--- src/rtl/dcache_state_injector.sv ---
// dcache_state_injector
// Streams a warmup snapshot into the DCache tag and data arrays through their
// RW0 write ports, one row per accepted beat, while holding the DCache in reset.
// Tags are loaded first (one row per set), then optionally the data array
// (BEATS rows per set). Framing errors are sticky until the next accepted start.
module dcache_state_injector #(
    parameter int SETS        = 64,
    parameter int WAYS        = 4,
    parameter int TAG_BITS    = 22,
    parameter int BLOCK_BYTES = 64,
    parameter int BEAT_BYTES  = 8,
    localparam int BEATS      = BLOCK_BYTES / BEAT_BYTES,
    localparam int DATA_ROWS  = SETS * BEATS,
    localparam int TA         = $clog2(SETS),
    localparam int DA         = $clog2(DATA_ROWS),
    localparam int DW         = WAYS * BEAT_BYTES * 8,
    localparam int TW         = WAYS * TAG_BITS
) (
    input  logic                       clk,
    input  logic                       rst_n,
    input  logic                       start,
    input  logic                       mode,
    input  logic                       in_valid,
    output logic                       in_ready,
    input  logic [DW-1:0]              in_data,
    input  logic [WAYS-1:0]            in_way_mask,
    input  logic                       in_last,
    output logic [TA-1:0]              tag_addr,
    output logic                       tag_en,
    output logic                       tag_wmode,
    output logic [TW-1:0]              tag_wdata,
    output logic [WAYS-1:0]            tag_wmask,
    output logic [DA-1:0]              data_addr,
    output logic                       data_en,
    output logic                       data_wmode,
    output logic [DW-1:0]              data_wdata,
    output logic [WAYS*BEAT_BYTES-1:0] data_wmask,
    output logic                       busy,
    output logic                       cache_hold,
    output logic                       done,
    output logic                       err
);

    // Row counter is shared by both phases; it must cover the larger index space.
    localparam int CW = (DA > TA) ? DA : TA;

    typedef enum logic [1:0] {
        S_IDLE = 2'd0,
        S_TAG  = 2'd1,
        S_DATA = 2'd2,
        S_FIN  = 2'd3
    } state_t;

    state_t          state_reg, state_next;
    logic            mode_reg, mode_next;
    logic            err_reg, err_next;
    logic [CW-1:0]   cnt_reg, cnt_next;
    logic            done_reg;

    logic [TA-1:0]   tag_addr_reg;
    logic            tag_en_reg;
    logic [TW-1:0]   tag_wdata_reg;
    logic [WAYS-1:0] tag_wmask_reg;

    logic [DA-1:0]              data_addr_reg;
    logic                       data_en_reg;
    logic [DW-1:0]              data_wdata_reg;
    logic [WAYS*BEAT_BYTES-1:0] data_wmask_reg;
    logic [WAYS*BEAT_BYTES-1:0] data_wmask_next;

    logic accept;
    logic tag_accept;
    logic data_accept;
    logic tag_row_last;
    logic data_row_last;

    assign in_ready      = (state_reg == S_TAG) || (state_reg == S_DATA);
    assign accept        = in_valid && in_ready;
    assign tag_accept    = accept && (state_reg == S_TAG);
    assign data_accept   = accept && (state_reg == S_DATA);
    assign tag_row_last  = (cnt_reg == CW'(SETS - 1));
    assign data_row_last = (cnt_reg == CW'(DATA_ROWS - 1));

    // Each way's enable bit fans out to every byte lane of that way's slice.
    genvar gi;
    generate
        for (gi = 0; gi < WAYS; gi++) begin : g_wmask
            assign data_wmask_next[gi*BEAT_BYTES +: BEAT_BYTES] = {BEAT_BYTES{in_way_mask[gi]}};
        end
    endgenerate

    // Control state register: FSM state, latched mode, sticky error, row counter.
    always_ff @(posedge clk or negedge rst_n) begin
        if (!rst_n) begin
            state_reg <= S_IDLE;
            mode_reg  <= 1'b0;
            err_reg   <= 1'b0;
            cnt_reg   <= '0;
            done_reg  <= 1'b0;
        end else begin
            state_reg <= state_next;
            mode_reg  <= mode_next;
            err_reg   <= err_next;
            cnt_reg   <= cnt_next;
            done_reg  <= (state_reg == S_FIN);
        end
    end

    // Next-state logic: phase sequencing and framing checks on in_last.
    always_comb begin
        state_next = state_reg;
        mode_next  = mode_reg;
        err_next   = err_reg;
        cnt_next   = cnt_reg;
        case (state_reg)
            S_IDLE: begin
                if (start) begin
                    state_next = S_TAG;
                    mode_next  = mode;
                    err_next   = 1'b0;
                    cnt_next   = '0;
                end
            end
            S_TAG: begin
                if (accept) begin
                    // In mode 1 the last tag row is not the end of the load.
                    if (in_last && !(tag_row_last && !mode_reg)) begin
                        err_next   = 1'b1;
                        state_next = S_FIN;
                    end else if (tag_row_last) begin
                        if (!mode_reg && !in_last) begin
                            err_next = 1'b1;
                        end
                        state_next = mode_reg ? S_DATA : S_FIN;
                        cnt_next   = '0;
                    end else begin
                        cnt_next = cnt_reg + CW'(1);
                    end
                end
            end
            S_DATA: begin
                if (accept) begin
                    if (in_last && !data_row_last) begin
                        err_next   = 1'b1;
                        state_next = S_FIN;
                    end else if (data_row_last) begin
                        if (!in_last) begin
                            err_next = 1'b1;
                        end
                        state_next = S_FIN;
                    end else begin
                        cnt_next = cnt_reg + CW'(1);
                    end
                end
            end
            S_FIN: begin
                state_next = S_IDLE;
            end
            default: begin
                state_next = S_IDLE;
            end
        endcase
    end

    // Tag write port: one registered write in the cycle after each tag acceptance.
    always_ff @(posedge clk or negedge rst_n) begin
        if (!rst_n) begin
            tag_en_reg    <= 1'b0;
            tag_addr_reg  <= '0;
            tag_wdata_reg <= '0;
            tag_wmask_reg <= '0;
        end else begin
            tag_en_reg <= tag_accept;
            if (tag_accept) begin
                tag_addr_reg  <= cnt_reg[TA-1:0];
                tag_wdata_reg <= in_data[TW-1:0];
                tag_wmask_reg <= in_way_mask;
            end
        end
    end

    // Data write port: one registered write in the cycle after each data acceptance.
    always_ff @(posedge clk or negedge rst_n) begin
        if (!rst_n) begin
            data_en_reg    <= 1'b0;
            data_addr_reg  <= '0;
            data_wdata_reg <= '0;
            data_wmask_reg <= '0;
        end else begin
            data_en_reg <= data_accept;
            if (data_accept) begin
                data_addr_reg  <= cnt_reg[DA-1:0];
                data_wdata_reg <= in_data;
                data_wmask_reg <= data_wmask_next;
            end
        end
    end

    assign tag_addr   = tag_addr_reg;
    assign tag_en     = tag_en_reg;
    assign tag_wmode  = tag_en_reg;
    assign tag_wdata  = tag_wdata_reg;
    assign tag_wmask  = tag_wmask_reg;
    assign data_addr  = data_addr_reg;
    assign data_en    = data_en_reg;
    assign data_wmode = data_en_reg;
    assign data_wdata = data_wdata_reg;
    assign data_wmask = data_wmask_reg;
    assign busy       = (state_reg != S_IDLE);
    assign cache_hold = (state_reg != S_IDLE);
    assign done       = done_reg;
    assign err        = err_reg;

endmodule
--- config.mk ---
export PLATFORM = sky130hd
export DESIGN_NAME = dcache_state_injector
export DESIGN_NICKNAME = d
export VERILOG_FILES = /design/src/rtl/dcache_state_injector.sv
export SDC_FILE = /design/constraint.sdc
export NUM_CORES = 1
export LEC_CHECK = 0
export BUFFER_PORTS_ARGS = -buffer_cell sky130_fd_sc_hd__buf_2
export CORE_AREA = 10 10 254 256
export CTS_BUF_LIST = sky130_fd_sc_hd__clkbuf_16
export CTS_CLUSTER_SIZE = 10
export DETAILED_ROUTE_END_ITERATION = 8
export DIE_AREA = 0 0 264 266
export GPL_TIMING_DRIVEN = 0
export PLACE_DENSITY = 0.48
export SKIP_LAST_GASP = 1
export SLEW_MARGIN = 10
export SYNTH_ARGS = -nofsm -noshare
export SYNTH_HDL_FRONTEND = slang
export SYNTH_SLANG_ARGS = --single-unit
--- constraint.sdc ---
create_clock -name clk -period 4.33 [get_ports clk]
set_input_delay 0.2165 -clock clk [delete_from_list [all_inputs] [get_ports clk]]
set_output_delay 0.2165 -clock clk [all_outputs]
set_load 0.02 [all_outputs]
==> run_results.csv, run 1 <==
group,metric,value,unit
power_and_ir_drop,ir_worst_vdd,0.508,mV
cells_and_area,diodes,0,
route,vias,11200,
min_path,min_path_type,"primary input to flop",
route,drt-total-wl,53100,um
floorplanning,ios,670,
power_and_ir_drop,pwr-share-clk,0.197,
timing,hold_viol_final,0,
min_path,whs_path_depth,5,
grt,first_global_vias,12700,
synth,synthCells,905,
timing,fin_worst_skew,0.00700,ns
power_and_ir_drop,power.density,797,nW/um^2
synth,synth_compound_area_frac,0.0151,
floorplanning,dieWidth,264,um
cells_and_area,syn_to_final_growth,57.4,%
setup_path,reg2reg_from,"state_reg[0]",
clock_network,tritoncts,"done",
clock_network,cts_max_level,2,
setup_path,critPathRequiredTime,4.77,ns
synth,syn_area_per_cell,16.2,sq um
setup_path,rr_endpoint,"tag_wdata[30]",
synth,yosysTopAreaCellShare,0.652,
placed_design,gp_congestion,0.783,
synth,synth_edf_count,0,
route,vias_per_cell,4.17,
synth,synth_seq_area_share,0.652,
synth,synthAdderAreaFrac,0.00596,
synth,synth_top_family_by_area,"multiplexers",
route,postRouteAntennaNets,0,
route,first_pass_iters,6,
timing,period_needed,3.17,ns
clock_network,cts_buffers,47,
clock_network,cts_buffer_depth,3,
setup_path,worstPathArrival,3.61,ns
power_and_ir_drop,intPower,11.1,mW
setup_path,setup.worst_path.end_class,"flop",
synth,yosysTopAreaCell,"dfrtp_1",
timing,worst_pin_slew,1.09,ns
clock_network,cts_resized,0,
setup_path,crit_type,"flop to flop",
synth,synthMuxAreaShare,0.284,
outcome,outcome,"finished, final reports clean",
grt,grt_overflow,0,
min_path,holdPathEnd,"state_reg[0]",
cells_and_area,post-route-util,0.387,
grt,met1_usage,0.159,
grt,grt_usage,0.144,
timing,setup_violations,0,
setup_path,cp-start-kind,"flop",
setup_path,regToRegSetupSlack,1.16,ns
synth,yosys.cell_types.count,31,
grt,antenna_found_initial,3,
cells_and_area,largest_reg_flops,256,
job,maxCapViolCount,0,
power_and_ir_drop,sw_frac_of_total,0.399,
synth,synth_xor_area_frac,0,
timing,period_share,0.732,
synth,syn_nets,1178,
power_and_ir_drop,switchingPower,7.35,mW
clock_network,cts_sinks,383,
clock_network,ctsRootBufferMaster,"clkbuf_16",
power_and_ir_drop,power.total,18.4,mW
clock_network,cts_hold_buf,263,
setup_path,r2r_cells,6,
setup_path,crit_fanout,10,
grt,globalRouteMet3Util,0.0443,
synth,yosys.area_share.simple,0.0117,
floorplanning,rows,90,
floorplanning,die-area,70200,sq um
timing,rsz0062_at_grt,"false",
route,drtIter0Drc,448,
cells_and_area,layout.nets,2162,
floorplanning,fp.dieH,266,um
timing,relSlewSlack,0.274,
floorplanning,coreArea,59700,sq um
power_and_ir_drop,leakage,11.2,nW
placed_design,hpwl,40300,um
timing,timing.fmax,0.316,GHz
route,avgRoutedWirePerCell,19.7,um
route,route.detailed.drc,0,
synth,ys_async_sr_fraction,1.00,
synth,syn-cell-area,14700,sq um
cells_and_area,drive_gt1_frac,0.606,
clock_network,clk_latency,0.56,ns
grt,grt_pass1_wl,79500,um
placed_design,numPortBuffers,669,
synth,synth-warning-count,0,
clock_network,post_cts_buffers,0,
synth,ys_ff_latch,383,
synth,synth_top_flop_cell,"dfrtp_1",
clock_network,path_clk_slew,0.06,ns
power_and_ir_drop,p_comb_frac,0.462,
grt,grt_max_degree,109,
grt,met2_usage,0.261,
power_and_ir_drop,seqPwrFrac,0.342,
min_path,min_from,"start",
timing,report.final.slew_viol_count,0,
floorplanning,start_util,0.246,
synth,synth_area_leaders,"dfrtp_1 (65%), mux2_2 (28%), buf_4 (1.6%), buf_2 (0.78%), ha_1 (0.60%)",
grt,busiest_layer,"met2",
-- critical path, cell delays in order (launching register included) --
cell	delay (ns)
dfrtp_1	0.42
inv_1	0.10
ha_1	0.41
nand3_1	0.58
clkbuf_1	0.74
buf_2	0.42
mux2_2	0.37
-- routing by layer --
| layer | vias to the layer above | part of all wire |
|---|---|---|
| li1 | 5125 | - |
| met1 | 5629 | 0.38 |
| met2 | 387 | 0.52 |
| met3 | 86 | 0.071 |
| met4 | 2 | 0.027 |
| met5 | - | 0.00023 |
-- final cells by class --
type / instances / area, sq um
tap: 782 / 978
timing repair buffer: 935 / 6070
multi-input combinational: 438 / 4650
inverter: 11 / 41.3
sequential: 383 / 9580
clock inverter: 19 / 154
buffer: 73 / 419
fill: 5723 / 36600
clock buffer: 49 / 1230
-- through the flow --
| stage | cells | setup slack (ns) | instance area, sq um | TNS [ns] | hold slack (ns) |
|---|---|---|---|---|---|
| 2_1_floorplan | 905 | 1.98 | 14700 | 0 | -0.0791 |
| 3_3_place_gp | 2356 | -4.74 | 19000 | -1793.64 | 0.449 |
| 3_5_place_dp | 2359 | 1.02 | 19100 | 0 | 0.254 |
| 4_1_cts | 2690 | 1.01 | 23100 | 0 | 0.107 |
| 5_1_grt | 2690 | 0.946 | 23100 | 0 | 0.176 |
| 6_report | 2690 | 1.16 | 23100 | 0 | 0.163 |
-- Yosys cell counts, types with 2 or more instances --
cell type,count
clkbuf_1,19
ha_1,7
mux2_2,370
buf_4,31
nand4b_1,2
o21ai_0,6
inv_1,10
nor2_1,5
and3_1,4
dfrtp_1,383
a2bb2oi_1,4
buf_2,23
nand2_1,13
o31ai_1,8
nand3_1,4
-- cells by family after synthesis --
family,Yosys count
fa+ha+maj,7
simple gates,34
buf+inv,84
mux,370
flops,383
compound gates,27
-- how the worst max path moves through the flow --
stage | start | endpoint | slack, ns
2_1_floorplan | cnt_reg[0] | err | 1.98
3_3_place_gp | rst_n | data_wmask[15] | -4.74
3_5_place_dp | state_reg[0] | tag_wdata[30] | 1.02
4_1_cts | state_reg[0] | tag_wdata[30] | 1.01
5_1_grt | state_reg[0] | tag_wdata[30] | 0.95
6_report | state_reg[0] | tag_wdata[30] | 1.16
-- placed cells by master, fill, tap and decap left out, types with 2 or more instances in the layout --
master,n
a2bb2oi_1,4
and3_1,4
buf_16,3
buf_2,691
buf_4,31
bufinv_16,3
clkbuf_1,19
clkbuf_16,49
clkinv_1,3
clkinv_2,3
dfrtp_1,383
dlygate4sd3_1,263
ha_1,7
inv_1,20
mux2_2,370
nand2_1,13
nand3_1,4
nand4b_1,2
nor2_1,5
o21ai_0,6
o31ai_1,8
-- power by group through the flow --
| stage | clock network [mW] | registers [mW] | logic, mW |
|---|---|---|---|
| after floorplan | 0 | 8.45 | 2.95 |
| after global placement | 0 | 6.27 | 8.39 |
| after detailed placement | 0 | 6.34 | 8.46 |
| after CTS | 3.77 | 6.30 | 8.68 |
| after global routing | 3.92 | 6.55 | 9.05 |
| final | 3.63 | 6.30 | 8.51 |
Power figures use the tool's default switching activity.
==> run 2, diff against run 1 <==
- PLACE_DENSITY: 0.48 -> 0.49
- clock period: 4.33 -> 2.87 ns (I/O delays scaled with it)
==> run 2 against run 1 <==
Net effect: power grew 50%; critical path depth grew 4; clock-buffer cell count is the same; critical path type unchanged; largest cell class unchanged; largest power group unchanged.
==> run_results.csv, run 2 (synthesis results as in run 1) <==
group,metric,value,unit
timing,report.final.slew_viol_count,0,
setup_path,rr_endpoint,"err",
route,first_pass_iters,4,
cells_and_area,largest_reg_flops,256,
timing,relSlewSlack,0.295,
placed_design,dpl_worst_slack,-0.164,ns
timing,period_share,0.926,
cells_and_area,post-route-util,0.387,
timing,fin_worst_skew,0.0142,ns
route,drt-total-wl,52200,um
grt,first_global_vias,12700,
timing,setup_violations,0,
floorplanning,dieWidth,264,um
grt,grt_usage,0.142,
timing,rsz0062_at_grt,"false",
clock_network,cts_max_level,2,
power_and_ir_drop,power.total,27.6,mW
job,maxCapViolCount,0,
grt,busiest_layer,"met2",
timing,timing.fmax,0.376,GHz
setup_path,crit_type,"flop to flop",
floorplanning,ios,670,
clock_network,path_clk_slew,0.05,ns
power_and_ir_drop,leakage,11.1,nW
grt,grt_overflow,0,
timing,fin_ws,0.214,ns
setup_path,reg2reg_from,"cnt_reg[0]",
cells_and_area,layout.nets,2161,
clock_network,tritoncts,"done",
cells_and_area,final_common_cell,"buf_2",
clock_network,cts_buffer_depth,3,
min_path,min_path_type,"primary input to flop",
floorplanning,fp.dieH,266,um
grt,grt_max_degree,106,
clock_network,ctsRootBufferMaster,"clkbuf_16",
floorplanning,rows,90,
timing,hold_ws,0.0941,ns
timing,period_needed,2.66,ns
setup_path,crit_fanout,7,
setup_path,regToRegSetupSlack,0.21,ns
cells_and_area,drive_gt1_frac,0.606,
clock_network,post_cts_buffers,0,
setup_path,critPathRequiredTime,3.31,ns
route,vias,11200,
timing,worst_pin_slew,1.06,ns
placed_design,hpwl,39900,um
outcome,outcome,"finished, final reports clean",
route,avgRoutedWirePerCell,19.4,um
grt,globalRouteMet3Util,0.0395,
setup_path,worstPathArrival,3.10,ns
power_and_ir_drop,power.density,1200,nW/um^2
route,route.detailed.drc,0,
floorplanning,die-area,70200,sq um
floorplanning,start_util,0.246,
route,vias_per_cell,4.16,
setup_path,critPathLaunch,"cnt_reg[0]",
setup_path,endpoint,"err",
setup_path,r2r_cells,10,
timing,finalSetupTns,0,ns
clock_network,cts_buffers,46,
clock_network,cts_sinks,383,
placed_design,numPortBuffers,669,
power_and_ir_drop,ir_worst_vdd,0.588,mV
timing,hold_viol_final,0,
grt,met2_usage,0.256,
cells_and_area,syn_to_final_growth,57.2,%
clock_network,clk_latency,0.56,ns
route,postRouteAntennaNets,0,
cells_and_area,final_cell_mix,"buf_2 (691), dfrtp_1 (383), mux2_2 (370), dlygate4sd3_1 (263), clkbuf_16 (49)",
grt,antenna_found_initial,1,
grt,met1_usage,0.158,
floorplanning,coreArea,59700,sq um
placed_design,gp_congestion,0.782,
route,drtIter0Drc,402,
grt,grt_pass1_wl,78400,um
setup_path,setup.worst_path.end_class,"flop",
cells_and_area,nFillCells,5760,
setup_path,cp-start-kind,"flop",
## run 2: cell types whose count changed in the layout (fill, tap and decap cells not counted), sizes merged
| cell | before | now |
|---|---|---|
| clkinv | 6 | 4 |
| diode | 0 | 1 |
| bufinv | 3 | 2 |
| clkbuf | 68 | 67 |
| buf | 726 | 727 |
## run 2: critical path: stages, from the launching register on
cell	delay, ns
dfrtp_1	0.44
ha_1	0.27
and3_1	0.21
and3_1	0.19
and3_1	0.16
ha_1	0.21
nor2_1	0.05
nand2_1	0.07
o311ai_2	0.15
a2111oi_2	0.41
mux2_2	0.38
## run 2: layout make-up
cell class,count,area [sq um],share of cell area
timing repair buffer,935,6070,0.263
buffer,73,423,0.0183
antenna,1,2.50,0.000108
multi-input combinational,438,4650,0.201
inverter,11,41.3,0.00179
clock inverter,16,114,0.00493
tap,782,978,0.0424
sequential,383,9580,0.415
clock buffer,49,1230,0.0531
## run 2: what timing repair did
| item | in CTS | in global routing |
|---|---|---|
| hold buffers | 263 | 0 |
| setup endpoints to repair | 9 | 1 |
| pin swaps | 0 | 0 |
| endpoints found under the hold margin | 431 | 0 |
| resized for setup | 2 | 1 |
## run 2: worst min path at each step
stage               cells past startpoint         endpoint    startpoint
floorplan                               0       cnt_reg[0]         rst_n
global placement                        2  data_wdata[211]  in_data[211]
detailed placement                      1  data_wdata[236]         rst_n
CTS                                     5     state_reg[0]         start
global route                            5     state_reg[0]         start
finish                                  5     state_reg[0]         start
## run 2: metal layers
metal / wire (um) / vias up
met5: 0 / -
li1: - / 5118
met2: 27400 / 350
met1: 19800 / 5637
met4: 1590 / 0
met3: 3440 / 89
## run 2: stage by stage
stage / instance area [sq um] / cells
floorplan: 14700 / 905
global placement: 19000 / 2356
detailed placement: 19100 / 2359
CTS: 23100 / 2687
global route: 23100 / 2688
finish: 23100 / 2688
## run 2: where the power goes
| part | switching (mW) | total [mW] | internal, mW |
|---|---|---|---|
| clock | 2.13 | 5.31 | 3.18 |
| combinational | 7.45 | 12.8 | 5.35 |
| sequential | 1.43 | 9.53 | 8.10 |
